`src/rtl/fetch_pc_unit.sv`:
```
//==============================================================================
// Module   : fetch_pc_unit
// Brief    : Program counter plus 2-entry {pc, instr} buffer feeding decode.
// Revision : 1.0 - initial release
//==============================================================================
`default_nettype none

module fetch_pc_unit #(
    parameter logic [31:0] RESET_PC  = 32'h0000_0000,
    parameter int          BUF_DEPTH = 2
) (
    input  logic        clk,
    input  logic        rst,
    input  logic        fetch_en,
    output logic [31:0] imem_addr,
    input  logic [31:0] imem_rdata,
    input  logic        redirect_valid,
    input  logic [31:0] redirect_pc,
    output logic        id_valid,
    input  logic        id_ready,
    output logic [31:0] id_instr,
    output logic [31:0] id_pc,
    output logic        misalign_err
);

    localparam logic [1:0]  c_DEPTH = 2'(BUF_DEPTH);
    localparam logic [31:0] c_NOP   = 32'h0000_0013;

    generate
        if (BUF_DEPTH != 2) begin : g_depth_check
            $error("fetch_pc_unit: only BUF_DEPTH = 2 is supported");
        end
    endgenerate

    logic [31:0] pc_q,   pc_d;
    logic [1:0]  cnt_q,  cnt_d;
    logic [31:0] pc0_q,  pc0_d;
    logic [31:0] ins0_q, ins0_d;
    logic [31:0] pc1_q,  pc1_d;
    logic [31:0] ins1_q, ins1_d;
    logic        mis_q,  mis_d;

    logic        w_push;
    logic        w_pop;
    logic [1:0]  w_keep;

    assign imem_addr = pc_q;
    assign id_valid  = (cnt_q != 2'd0);
    assign id_instr  = id_valid ? ins0_q : c_NOP;
    assign id_pc     = id_valid ? pc0_q  : 32'h0000_0000;
    assign misalign_err = mis_q;

    assign w_pop  = id_valid & id_ready & ~redirect_valid;
    assign w_push = fetch_en & ~redirect_valid & ((cnt_q < c_DEPTH) | w_pop);
    // Occupancy after the pop; the new word lands at this slot.
    assign w_keep = cnt_q - {1'b0, w_pop};

    always_comb begin
        pc_d   = pc_q;
        cnt_d  = cnt_q;
        pc0_d  = pc0_q;
        ins0_d = ins0_q;
        pc1_d  = pc1_q;
        ins1_d = ins1_q;
        mis_d  = mis_q;

        if (redirect_valid) begin
            cnt_d = 2'd0;
            pc_d  = {redirect_pc[31:2], 2'b00};
            if (redirect_pc[1:0] != 2'b00) begin
                mis_d = 1'b1;
            end
        end else begin
            if (w_pop) begin
                pc0_d  = pc1_q;
                ins0_d = ins1_q;
            end
            if (w_push) begin
                if (w_keep == 2'd0) begin
                    pc0_d  = pc_q;
                    ins0_d = imem_rdata;
                end else begin
                    pc1_d  = pc_q;
                    ins1_d = imem_rdata;
                end
                pc_d = pc_q + 32'd4;
            end
            cnt_d = w_keep + {1'b0, w_push};
        end
    end

    always_ff @(posedge clk or posedge rst) begin
        if (rst) begin
            pc_q   <= RESET_PC;
            cnt_q  <= 2'd0;
            pc0_q  <= 32'h0000_0000;
            ins0_q <= c_NOP;
            pc1_q  <= 32'h0000_0000;
            ins1_q <= c_NOP;
            mis_q  <= 1'b0;
        end else begin
            pc_q   <= pc_d;
            cnt_q  <= cnt_d;
            pc0_q  <= pc0_d;
            ins0_q <= ins0_d;
            pc1_q  <= pc1_d;
            ins1_q <= ins1_d;
            mis_q  <= mis_d;
        end
    end

endmodule

`default_nettype wire

```
`config.mk`:
```
export PLATFORM = sky130hd
export DESIGN_NAME = fetch_pc_unit
export DESIGN_NICKNAME = d
export VERILOG_FILES = /design/src/rtl/fetch_pc_unit.sv
export SDC_FILE = /design/constraint.sdc
export NUM_CORES = 1
export LEC_CHECK = 0
export CORE_ASPECT_RATIO = 1.2
export CORE_MARGIN = 1
export CORE_UTILIZATION = 64
export DETAILED_ROUTE_END_ITERATION = 7
export DONT_BUFFER_PORTS = 1
export PLACE_DENSITY_LB_ADDON = 0.12
export SLEW_MARGIN = 20
export SYNTH_ARGS = -nofsm -noshare
export SYNTH_HDL_FRONTEND = slang
export SYNTH_SLANG_ARGS = --single-unit
```
`constraint.sdc`:
```
create_clock -name clk -period 6.8 [get_ports clk]
set_input_delay 1.36 -clock clk [delete_from_list [all_inputs] [get_ports clk]]
set_output_delay 1.36 -clock clk [all_outputs]
set_load 0.02 [all_outputs]
```
==> out/metrics.cfg <==
[synth]
synth-seq-cells=159
synth_async_sr_flop_share_pct=100
synth_top_area_share_pct=50.2
synth_area_mm2=0.00762
synth_top_area_cell=dfrtp_1
yosysWarnings=0
synthCells=713
ys_seq_area_share_pct=52.3
yosys-top-cells-area=dfrtp_1 50%, mux2_2 9.5%, mux2i_1 8.1%, and2_1 5.5%, nand2_1 5.0%
synth_ff_type=dfrtp_1
synth.distinct_cells=50
synth_edf_count=0
syn-mean-instance-area_um2=10.7
synth.most_common_cell=dfrtp_1
synthTopCellsByCount=153 x dfrtp_1, 102 x nand2_1, 72 x o21ai_0

[timing]
finalSetupViolations=0
finalCritPeriodShare_pct=47.4
hold_viol_final=0
tightest_slew_ps=876
setup_tns_ps=0
fmax_mhz=310
drv_slew=0
slew_headroom_pct=41.6
fin_crit_ps=3220
rsz0062_at_grt=no
skew_ps=8.25

[layout]
fillers=854
num_antenna_cells=0
multi_input_area_mm2=0.00346
area_delta_synth_final_pct=9.36
drive_above_1_share_pct=15.8
finalCoreUtilization_pct=72.1
nNetsFinal=761
seq_area_mm2=0.00399

[critical_path]
cp-start-kind=flop
critical_path.cell_chain=or2_4 -> and2_1
cpMaxStageDelayCell=or2_4
crit_path_max_incr_delay_ps=610
crit_type=reg -> out
arrival_ps=1860
cp_max_fo=66
critPathRequiredTime_ps=5440
cp-end-kind=output pin

[power_and_ir_drop]
combPwrFrac_pct=13.2
clockPowerShare_pct=37.7
pwr-share-seq_pct=49.2
power.switching_w=0.000716
p_int_w=0.00195
switching_share_pct=26.9
vdd_drop_max_uv=221
powerDensity_mw_per_mm2=320
leakage_nw=3.88

[status]
status=completed

[cts]
cts_resized=0
root_buffer=clkbuf_16
clk_latency_ps=410
cts_max_path_buffers=2
cts.sinks=159
hold_buffers=0
post_cts_buffers=0
cts_tree=done
cts_inserted_buffers=17
htreeDepth=4
clkSlewWorstSetupHoldPaths_ps=60

[detailed_routing]
drc=0
via_per_inst=6.22
drtIter0Drc=382
drt_wl_total_mm=16.8
via_count=5350
ant_nets=0
first_pass_iters=4
wl_per_cell_um=19.5

[run]
drv_cap=0

[floorplanning]
core-area_mm2=0.0116
initial_utilization_pct=65.9
die_x_um=102
rows=43
die_h_um=122
die_area_mm2=0.0124
io_pins=167

[placed_design]
gp_congestion=0.884
place.detailed.hpwl_mm=10.8
port_buffers=0

[global_route]
use_met2_pct=47.5
antenna_found_initial=0
grt_max_degree=127
grt_usage_pct=28.7
grt_pass1_vias=5397
grt_use_met3_pct=8.66
busiest_layer=met2
grt_pass1_wl_mm=26.9
overflow=0
met1_usage_pct=35.6

[min_path]
hold_class=reg -> reg

## kinds of logic after synthesis
| logic type | Yosys count | synth area share, % |
|---|---|---|
| flops | 159 | 52.3 |
| compound gates | 113 | 8.98 |
| simple gates | 250 | 17.0 |
| mux | 126 | 17.6 |
| buf+inv | 54 | 2.81 |
| other cells | 1 | 0.0492 |
| xor+xnor | 8 | 0.919 |
| fa+ha+maj | 2 | 0.328 |
## through the flow
stage / setup slack (ps) / hold slack [ps] / instances / cell area (µm²) / total power, W
after floorplan: 1160 / 472 / 714 / 7630 / 0.00158
after global placement: 3500 / 483 / 828 / 7690 / 0.00165
after detailed placement: 3360 / 494 / 828 / 7690 / 0.00168
after CTS: 3250 / 508 / 860 / 8320 / 0.00269
after global routing: 3470 / 522 / 860 / 8340 / 0.00279
final: 3580 / 503 / 860 / 8340 / 0.00267
## critical path, delay by kind of cell (launching register included)
family / cells / cell delay (ps)
AND/OR/NAND/NOR: 2 / 970
flip-flops: 1 / 450
## metal layers
layer	up-vias	part of all wire [%]
li1	2465	-
met1	2650	40
met2	216	51
met3	19	7.7
met4	0	1.4
met5	-	0
## cell usage in the layout, fill, tap and decap left out, types with 3 or more instances in the layout
| cell type | synthesis | final |
|---|---|---|
| clkbuf_16 | 0 | 17 |
| nor3_1 | 5 | 4 |
| nand2_1 | 102 | 101 |
| nand3_1 | 17 | 17 |
| a221o_1 | 3 | 3 |
| nand4_1 | 11 | 11 |
| mux2i_1 | 62 | 62 |
| dfstp_2 | 6 | 6 |
| inv_1 | 6 | 5 |
| o21ai_0 | 72 | 72 |
| o311ai_0 | 6 | 6 |
| a31oi_1 | 5 | 5 |
| nor2b_1 | 5 | 5 |
| and3_1 | 5 | 5 |
| and4_1 | 4 | 4 |
| mux2_2 | 64 | 64 |
| dfrtp_1 | 153 | 153 |
| clkinvlp_4 | 0 | 4 |
| or4_1 | 4 | 4 |
| and2_1 | 67 | 67 |
| nor2_1 | 9 | 8 |
| o211ai_1 | 14 | 14 |
| nand2b_1 | 6 | 6 |
| xor2_1 | 7 | 7 |
| bufinv_16 | 0 | 4 |
## final timing paths
path,start,endpoint,slack (ps),depth (start not counted)
worst max-delay path,cnt_q[1],id_instr[17],3580,2
worst min-delay path,pc1_q[5],pc1_q[5],500,1
worst max register to register,imem_addr[2],imem_addr[28],4170,6
worst min register to register,pc1_q[5],pc1_q[5],500,1
max in group asynchronous,rst,ins0_q[17],4840,2
min in group asynchronous,rst,ins0_q[22],980,1
## final cells by class
type	count	share of cell area, %
Clock inverter	12	2.22
Sequential cell	159	47.8
Clock buffer	20	5.36
Multi-Input combinational cell	501	41.5
Tap cell	157	2.36
Inverter	8	0.450
Timing Repair Buffer	3	0.315
## power by group through the flow
stage	combinational (W)	clock (W)	sequential [W]
final	0.000352	0.00100	0.00131
after global routing	0.000394	0.00106	0.00134
after CTS	0.000356	0.00102	0.00131
after detailed placement	0.000353	0	0.00133
after global placement	0.000334	0	0.00131
after floorplan	0.000310	0	0.00127
## flip-flops by register name, indices dropped and copies added, names as in the netlist
name          count
pc1_q            30
pc0_q            32
ins1_q           32
ins0_q           32
cnt_q             2
imem_addr        30
misalign_err      1
Power figures use the tool's default switching activity.
